**src/rtl/climate_pkg.sv**
```systemverilog
// Shared constants and types for the climate controller: ASCII command
// characters, mode encoding, decoded-command target codes and threshold
// defaults.
package climate_pkg;

  // ASCII characters used by the command protocol
  localparam logic [7:0] CHR_A = 8'h41;
  localparam logic [7:0] CHR_B = 8'h42;
  localparam logic [7:0] CHR_C = 8'h43;
  localparam logic [7:0] CHR_D = 8'h44;
  localparam logic [7:0] CHR_L = 8'h4C;
  localparam logic [7:0] CHR_0 = 8'h30;
  localparam logic [7:0] CHR_1 = 8'h31;
  localparam logic [7:0] CHR_9 = 8'h39;

  // Default thresholds and timing (1 MHz clock)
  localparam int unsigned DFLT_MAX_TEMP       = 30;
  localparam int unsigned DFLT_MIN_TEMP       = 10;
  localparam int unsigned DFLT_MAX_HUM        = 70;
  localparam int unsigned DFLT_MIN_HUM        = 40;
  localparam int unsigned DFLT_MIN_HOLD       = 2_000_000;
  localparam int unsigned DFLT_MANUAL_TIMEOUT = 60_000_000;

  // Control mode; this is also the state encoding of the mode FSM
  typedef enum logic {
    MODE_AUTO   = 1'b0,
    MODE_MANUAL = 1'b1
  } mode_e;

  // Which register a decoded command addresses
  typedef enum logic [2:0] {
    TGT_MAXT = 3'd0,
    TGT_MINT = 3'd1,
    TGT_MAXH = 3'd2,
    TGT_MINH = 3'd3,
    TGT_LED  = 3'd4,
    TGT_NONE = 3'd7
  } tgt_e;

  // Result of decoding one framed command. valid covers the character
  // format only; ordering against the current bank is checked by the owner.
  typedef struct packed {
    tgt_e       tgt;
    logic [6:0] value;
    logic       fan;
    logic       hum;
    logic       valid;
  } cmd_t;

  function automatic logic is_digit(input logic [7:0] c);
    return (c >= CHR_0) && (c <= CHR_9);
  endfunction

  function automatic logic is_flag(input logic [7:0] c);
    return (c == CHR_0) || (c == CHR_1);
  endfunction

endpackage

```
**src/rtl/climate_cmd_decode.sv**
```systemverilog
// Combinational decoder: three ASCII characters -> {target, value, flags,
// format-valid}. Holds no state.
module climate_cmd_decode
  import climate_pkg::*;
(
  input  logic [7:0] chr_cmd,
  input  logic [7:0] chr_val0,
  input  logic [7:0] chr_val1,
  output cmd_t       cmd
);

  logic digits_ok;
  logic flags_ok;

  // Classify the command char and check the argument format it needs
  always_comb begin
    digits_ok = is_digit(chr_val0) && is_digit(chr_val1);
    flags_ok  = is_flag(chr_val0) && is_flag(chr_val1);

    cmd.tgt   = TGT_NONE;
    cmd.value = ({3'b000, chr_val0[3:0]} * 7'd10) + {3'b000, chr_val1[3:0]};
    cmd.fan   = chr_val0[0];
    cmd.hum   = chr_val1[0];
    cmd.valid = 1'b0;

    case (chr_cmd)
      CHR_A: begin cmd.tgt = TGT_MAXT; cmd.valid = digits_ok; end
      CHR_B: begin cmd.tgt = TGT_MINT; cmd.valid = digits_ok; end
      CHR_C: begin cmd.tgt = TGT_MAXH; cmd.valid = digits_ok; end
      CHR_D: begin cmd.tgt = TGT_MINH; cmd.valid = digits_ok; end
      CHR_L: begin cmd.tgt = TGT_LED;  cmd.valid = flags_ok;  end
      default: begin
        cmd.tgt   = TGT_NONE;
        cmd.valid = 1'b0;
      end
    endcase
  end

endmodule

```
**src/rtl/climate_ctrl.sv**
```systemverilog
// Climate controller: threshold bank, AUTO/MANUAL mode FSM, fan and
// humidifier control with per-actuator minimum hold time, and alarms.
// Optional feature macro: CLIMATE_HYST_EN (adds a hysteresis band on the
// actuator switch-off thresholds).
//
// Command handshake: a command is taken on the rising edge of rx_msg_done
// (level compared with its registered copy); exactly one of cfg_ack/cfg_err
// pulses for one cycle on the following edge, together with any register
// update. There is no backpressure.
// manual_mode is the mode FSM state register made visible.
module climate_ctrl
  import climate_pkg::*;
#(
  parameter int unsigned DEF_MAX_TEMP    = DFLT_MAX_TEMP,
  parameter int unsigned DEF_MIN_TEMP    = DFLT_MIN_TEMP,
  parameter int unsigned DEF_MAX_HUM     = DFLT_MAX_HUM,
  parameter int unsigned DEF_MIN_HUM     = DFLT_MIN_HUM,
  parameter int unsigned MIN_HOLD_CYCLES = DFLT_MIN_HOLD,
  parameter int unsigned MANUAL_TIMEOUT  = DFLT_MANUAL_TIMEOUT
`ifdef CLIMATE_HYST_EN
  ,
  parameter int unsigned HYST            = 2
`endif
)(
  input  logic       clk_1Mhz,
  input  logic       rst,
  input  logic [7:0] chr_cmd,
  input  logic [7:0] chr_val0,
  input  logic [7:0] chr_val1,
  input  logic       rx_msg_done,
  input  logic [7:0] temperature,
  input  logic [7:0] humidity,
  input  logic       data_valid,
  output logic [6:0] max_temp,
  output logic [6:0] min_temp,
  output logic [6:0] max_hum,
  output logic [6:0] min_hum,
  output logic       fan_state,
  output logic       hum_state,
  output logic       manual_mode,
  output logic       cfg_ack,
  output logic       cfg_err,
  output logic       alarm_temp,
  output logic       alarm_hum
);

  localparam int HOLD_W = $clog2(MIN_HOLD_CYCLES + 1);
  localparam int TMR_W  = (MANUAL_TIMEOUT > 1) ? $clog2(MANUAL_TIMEOUT) : 1;
  localparam logic [HOLD_W-1:0] HOLD_MAX = HOLD_W'(MIN_HOLD_CYCLES);
  localparam logic [TMR_W-1:0]  TMR_LAST = TMR_W'(MANUAL_TIMEOUT - 1);

  cmd_t              dec;
  logic              rx_done_q;
  logic              strobe;
  logic              cmd_ok;
  logic              led_load;
  mode_e             mode_q;
  mode_e             mode_d;
  logic [TMR_W-1:0]  timer_q;
  logic [HOLD_W-1:0] hold_fan_q;
  logic [HOLD_W-1:0] hold_hum_q;
  logic              auto_eval;
  logic              fan_d;
  logic              hum_d;
  logic [7:0]        fan_off_thr;
  logic [7:0]        hum_off_thr;

  climate_cmd_decode u_decode (
    .chr_cmd  (chr_cmd),
    .chr_val0 (chr_val0),
    .chr_val1 (chr_val1),
    .cmd      (dec)
  );

  // Track the framing level; during reset it follows the input so a level
  // already high when reset releases is not seen as a new command
  always_ff @(posedge clk_1Mhz) begin
    rx_done_q <= rx_msg_done;
  end

  assign strobe = rx_msg_done & ~rx_done_q;

  // Accept a well-formed command only if the bank keeps min < max
  always_comb begin
    cmd_ok = 1'b0;
    if (dec.valid) begin
      case (dec.tgt)
        TGT_MAXT: cmd_ok = min_temp < dec.value;
        TGT_MINT: cmd_ok = dec.value < max_temp;
        TGT_MAXH: cmd_ok = min_hum < dec.value;
        TGT_MINH: cmd_ok = dec.value < max_hum;
        TGT_LED:  cmd_ok = 1'b1;
        default:  cmd_ok = 1'b0;
      endcase
    end
  end

  assign led_load = strobe & cmd_ok & (dec.tgt == TGT_LED);

  // Threshold bank and command response pulses
  always_ff @(posedge clk_1Mhz) begin
    if (rst) begin
      max_temp <= 7'(DEF_MAX_TEMP);
      min_temp <= 7'(DEF_MIN_TEMP);
      max_hum  <= 7'(DEF_MAX_HUM);
      min_hum  <= 7'(DEF_MIN_HUM);
      cfg_ack  <= 1'b0;
      cfg_err  <= 1'b0;
    end else begin
      cfg_ack <= strobe & cmd_ok;
      cfg_err <= strobe & ~cmd_ok;
      if (strobe && cmd_ok) begin
        case (dec.tgt)
          TGT_MAXT: max_temp <= dec.value;
          TGT_MINT: min_temp <= dec.value;
          TGT_MAXH: max_hum  <= dec.value;
          TGT_MINH: min_hum  <= dec.value;
          default:  ;
        endcase
      end
    end
  end

  // Mode FSM state register
  always_ff @(posedge clk_1Mhz) begin
    if (rst) mode_q <= MODE_AUTO;
    else     mode_q <= mode_d;
  end

  // Mode FSM next state: a valid 'L' enters or reloads MANUAL; the timeout
  // returns to AUTO
  always_comb begin
    mode_d = mode_q;
    case (mode_q)
      MODE_AUTO: begin
        if (led_load) mode_d = MODE_MANUAL;
      end
      MODE_MANUAL: begin
        if (led_load)                mode_d = MODE_MANUAL;
        else if (timer_q == TMR_LAST) mode_d = MODE_AUTO;
      end
      default: mode_d = MODE_AUTO;
    endcase
  end

  assign manual_mode = (mode_q == MODE_MANUAL);

  // MANUAL residence timer; restarts on every accepted 'L'
  always_ff @(posedge clk_1Mhz) begin
    if (rst || led_load || (mode_d != MODE_MANUAL)) timer_q <= '0;
    else                                             timer_q <= timer_q + TMR_W'(1);
  end

  // Switch-off thresholds, optionally widened by the hysteresis band
`ifdef CLIMATE_HYST_EN
  logic [8:0] hum_sum;
  always_comb begin
    hum_sum     = {2'b00, min_hum} + 9'(HYST);
    hum_off_thr = (hum_sum > 9'd99) ? 8'd99 : hum_sum[7:0];
    fan_off_thr = ({1'b0, max_temp} >= 8'(HYST)) ? ({1'b0, max_temp} - 8'(HYST)) : 8'd0;
  end
`else
  assign fan_off_thr = {1'b0, max_temp};
  assign hum_off_thr = {1'b0, min_hum};
`endif

  assign auto_eval = (mode_q == MODE_AUTO) && data_valid;

  // Next actuator values: 'L' forces them; AUTO acts only on a sample and
  // only once the actuator's hold time has elapsed (blocked toggles drop)
  always_comb begin
    fan_d = fan_state;
    hum_d = hum_state;
    if (led_load) begin
      fan_d = dec.fan;
      hum_d = dec.hum;
    end else if (auto_eval) begin
      if (hold_fan_q == HOLD_MAX) begin
        if (!fan_state && (temperature > {1'b0, max_temp})) fan_d = 1'b1;
        else if (fan_state && (temperature <= fan_off_thr)) fan_d = 1'b0;
      end
      if (hold_hum_q == HOLD_MAX) begin
        if (!hum_state && (humidity < {1'b0, min_hum}))  hum_d = 1'b1;
        else if (hum_state && (humidity >= hum_off_thr)) hum_d = 1'b0;
      end
    end
  end

  // Actuator registers and their saturating hold counters
  always_ff @(posedge clk_1Mhz) begin
    if (rst) begin
      fan_state  <= 1'b0;
      hum_state  <= 1'b0;
      hold_fan_q <= '0;
      hold_hum_q <= '0;
    end else begin
      fan_state <= fan_d;
      hum_state <= hum_d;
      if (fan_d != fan_state)      hold_fan_q <= '0;
      else if (hold_fan_q != HOLD_MAX) hold_fan_q <= hold_fan_q + HOLD_W'(1);
      if (hum_d != hum_state)      hold_hum_q <= '0;
      else if (hold_hum_q != HOLD_MAX) hold_hum_q <= hold_hum_q + HOLD_W'(1);
    end
  end

  // Alarms follow every sample in both modes, against the pre-edge bank
  always_ff @(posedge clk_1Mhz) begin
    if (rst) begin
      alarm_temp <= 1'b0;
      alarm_hum  <= 1'b0;
    end else if (data_valid) begin
      alarm_temp <= temperature < {1'b0, min_temp};
      alarm_hum  <= humidity > {1'b0, max_hum};
    end
  end

endmodule

```
**config.mk**
```make
export PLATFORM = sky130hd
export DESIGN_NAME = climate_ctrl
export DESIGN_NICKNAME = d
export VERILOG_FILES = /design/src/rtl/climate_pkg.sv /design/src/rtl/climate_cmd_decode.sv /design/src/rtl/climate_ctrl.sv
export SDC_FILE = /design/constraint.sdc
export NUM_CORES = 1
export LEC_CHECK = 0
export ABC_CLOCK_PERIOD_IN_PS = 6250
export CAP_MARGIN = 10
export CELL_PAD_IN_SITES_DETAIL_PLACEMENT = 0
export CELL_PAD_IN_SITES_GLOBAL_PLACEMENT = 1
export CORE_UTILIZATION = 46
export DETAILED_ROUTE_END_ITERATION = 6
export PLACE_DENSITY = 0.95
export SYNTH_ARGS = -nofsm -noshare
export SYNTH_HDL_FRONTEND = slang
export SYNTH_HIERARCHICAL = 1
export SYNTH_SLANG_ARGS = --single-unit
```
**constraint.sdc**
```tcl
create_clock -name clk_1Mhz -period 6.25 [get_ports clk_1Mhz]
set_clock_uncertainty 0.1 [all_clocks]
set_input_delay 1.25 -clock clk_1Mhz [delete_from_list [all_inputs] [get_ports clk_1Mhz]]
set_output_delay 1.25 -clock clk_1Mhz [all_outputs]
set_load 0.005 [all_outputs]
```
==> impl_metrics.toml, run 1 <==
[drt]
num_vias = 5304
wl_per_cell_um = 15.79
drtIter0Drc = 271
drtPass1Iterations = 5
wl_met3_um = 696
drcViolationCount = 0
wl_met1_um = 6816
top_layer = "met4"
wl_met2_um = 7406
viasPerCell = 5.462
wirelength_um = 15340
antenna_left = 0

[hold_path]
worstHoldStart = "rx_done_q"
hold_end = "cfg_err"
hold_depth = 1
hold_class = "register to register"

[clock_network]
clk_pin_slew_worst_paths_ns = 0.07
cts_setup_buffers = 0
clk_path_buf_depth = 2
clk-insertion-delay-late_ns = 0.35
root_buffer = "clkbuf_16"
numClockSinks = 104
htree_levels = 3
cts_tree = "built"
cts_made_buffers = 9
cts_resized = 0
postCtsHoldBufs = 0

[setup_path]
rr_endpoint = "max_hum[0]"
cp_slowest_cell = "a211oi_4"
crit_required_ns = 6.43
crit_chain = "clkdlybuf4s50_1 > ha_1 > ha_1 > fa_1 > xnor2_1 > inv_1 > ha_1 > a21o_1 > a2111oi_0 > o31ai_1 > and3b_1 > a211oi_4 > mux2i_1"
rr_startpoint = "min_temp[5]"
cp-start-kind = "input pin"
cpPeakStageDelay_ns = 0.54
cp.arrival_ns = 5.52
r2r_slack_ns = 3.50
cp_max_fo = 7
end_kind = "register"
rr_worst_depth = 7
cpMostUsedCell = "ha_1"
path_class = "input pin to register"

[synthesis]
synthArstFlopShare_pct = 0
yosysTopAreaCell = "dfxtp_1"
syn_nets = 824
netlist_instances = 716
synth_top_area_share_pct = 33.17
syn_area_per_cell_um2 = 8.765
synth.area.top_cells = "dfxtp_1, ha_1, xor2_1"
syn_area_mm2 = 0.006276
ys_ff_latch = 104
ys.flop_type = "dfxtp_1"
yosysWarningCount = 6
synth_edf_count = 0
ys_seq_area_share_pct = 33.17
ys_types = 67

[grt]
grt_first_pass_wirelength_um = 26100
grt_max_degree = 34
grt_use_total_pct = 22.99
grt_overflow = 0
antenna_found_initial = 0
grt_pass1_vias = 5421

[placement]
hpwl_um = 11980
place.gp.congestion = 0.9596
port_buffers = 78

[floorplanning]
die_area_mm2 = 0.01411
core_mm2 = 0.01330
io_pins = 79
die_w_um = 118.8
die_h_um = 118.8
rows = 42
start_util_pct = 47.20

[power_and_ir_drop]
p_leak_uw = 0.002963
irDropWorstVdd_mv = 0.1426
seqPwrFrac_pct = 47.8
power.total_uw = 1406
p_comb_share_pct = 14.3
switching_share_pct = 25.95
power_switching_uw = 364.8
intPower_uw = 1041
clkPwrFrac_pct = 37.9
powerDensity_mw_per_mm2 = 188.0

[sta]
setup_viol_count_final = 0
fin_tns_setup_ns = 0
period_share_pct = 85.51
final-hold-violation-count = 0
post-route-min-period_ns = 5.344
maxSlewHeadroom_pct = 44.65
rsz0062_at_grt = "false"
tightestPinTransition_ns = 0.8303
timing.fmax_mhz = 187.1
maxSlewViolCount = 0
holdWs_ns = 0.3467

[layout]
drive_gt1_share_pct = 3.899
layout.nets = 898
layout.cells.most_common_list = "dfxtp_1, nor2_1, clkdlybuf4s50_1"
area_growth_pct = 19.16
fillers = 1175
layout_commonest_cell = "dfxtp_1"
num_antenna_cells = 0

[status]
status = "finished, final reports clean"

[job]
cap_viol_max_count = 0
-- critical path: cells and delay by family --
family                   cells  cell delay (ns)
buffers and inverters        2             0.65
AO/OA/AOI/OAI                4             1.31
AND/OR/NAND/NOR              1             0.32
XOR/XNOR                     1             0.37
adder cells (fa/ha/maj)      4             1.37
multiplexers                 1             0.25
-- final cells by class --
type / count / area [um^2] / area share [%]
Clock buffer: 12 / 246.5 / 3.296
Multi-Input combinational cell: 545 / 3913 / 52.32
Inverter: 49 / 183.9 / 2.459
Sequential cell: 104 / 2082 / 27.84
Timing Repair Buffer: 81 / 803.3 / 10.74
Clock inverter: 4 / 30.03 / 0.4015
Tap cell: 176 / 220.2 / 2.945
-- sequential cells by signal (all words and copies together) (netlist names) --
signal	flops
alarm_hum	1
alarm_temp	1
cfg_ack	1
cfg_err	1
fan_state	1
hold_fan_q	21
hold_hum_q	21
hum_state	1
manual_mode	1
max_hum	7
max_temp	7
min_hum	7
min_temp	7
rx_done_q	1
timer_q	26
-- logic make-up (layout without fill, tap and decap cells) --
| group | after synthesis | count (layout) | synth area share [%] |
|---|---|---|---|
| adder cells (fa/ha/maj) | 64 | 64 | 13.00 |
| XOR/XNOR | 70 | 70 | 9.769 |
| AO/OA/AOI/OAI | 82 | 82 | 9.470 |
| flip-flops | 104 | 104 | 33.17 |
| buffers and inverters | 67 | 146 | 4.486 |
| multiplexers | 30 | 30 | 4.805 |
| AND/OR/NAND/NOR | 299 | 299 | 25.30 |
-- metrics by stage --
step / cells / util, % / area (um^2) / setup WS, ns
after detailed placement: 955 / 54.17 / 7202 / 0.6418
after CTS: 971 / 56.25 / 7478 / 0.9824
after global placement: 955 / 54.17 / 7202 / 0.8548
after floorplan: 716 / - / 6276 / 1.561
after global routing: 971 / 56.25 / 7478 / 0.6146
final: 971 / 56.25 / 7478 / 0.9059
-- power by group through the flow --
stage | Clock [uW] | Sequential [uW] | Combinational [uW]
after floorplan | 0 | 686 | 118
after global placement | 0 | 687 | 191
after detailed placement | 0 | 687 | 198
after CTS | 547 | 672 | 199
after global routing | 577 | 673 | 224
final | 533 | 672 | 201
-- worst max-delay path by stage --
stage	start	end	slack, ns	cells after the start
after floorplan	chr_val0[1]	min_hum[5]	1.56	14
after global placement	chr_val0[1]	max_hum[3]	0.85	13
after detailed placement	chr_val0[1]	max_hum[1]	0.64	13
after CTS	chr_val0[1]	max_hum[0]	0.98	13
after global routing	chr_val0[1]	max_hum[1]	0.61	13
final	chr_val0[1]	max_hum[0]	0.91	13
-- per-layer routing --
layer | GRT usage (%) | vias to the layer above
met2 | 39.33 | 121
met3 | 5.743 | 31
li1 | - | 2641
met4 | 8.623 | 0
met5 | 0 | -
met1 | 27.62 | 2511
-- synth_stat cells (2+ instances only) --
cell type  instances
a2111oi_0          2
a211o_1            5
a211oi_1           5
a21o_1            12
a21oi_1           19
and2_1             2
and3_1            12
and3b_1            3
and4_1             5
and4b_1            2
buf_2              3
buf_4              3
buf_6              2
clkbuf_1          10
dfxtp_1          104
fa_1               2
ha_1              62
inv_1             49
mux2i_1           29
nand2_1           35
nand2b_1          32
nand3_1           29
nand3b_1           4
nand4_1           22
nand4b_1           3
nor2_1            99
nor2b_1            4
nor3_1            23
nor3b_1            2
nor4_1             2
nor4b_1            4
nor4bb_1           3
o211ai_1           5
o21a_1             5
o21ai_0           11
or3_1              2
or4b_1             2
xnor2_1           27
xor2_1            43
(Power assumes the default switching activity.)
==> inputs of run 2 (changes only) <==
--- a/config.mk
+++ b/config.mk
@@ -12,6 +12,7 @@
 export CORE_UTILIZATION = 46
 export DETAILED_ROUTE_END_ITERATION = 6
 export PLACE_DENSITY = 0.95
+export SKIP_LAST_GASP = 1
 export SYNTH_ARGS = -nofsm -noshare
 export SYNTH_HDL_FRONTEND = slang
 export SYNTH_HIERARCHICAL = 1
==> results of run 2 <==
The final DEF is identical to that of run 1; final timing and power are the same.
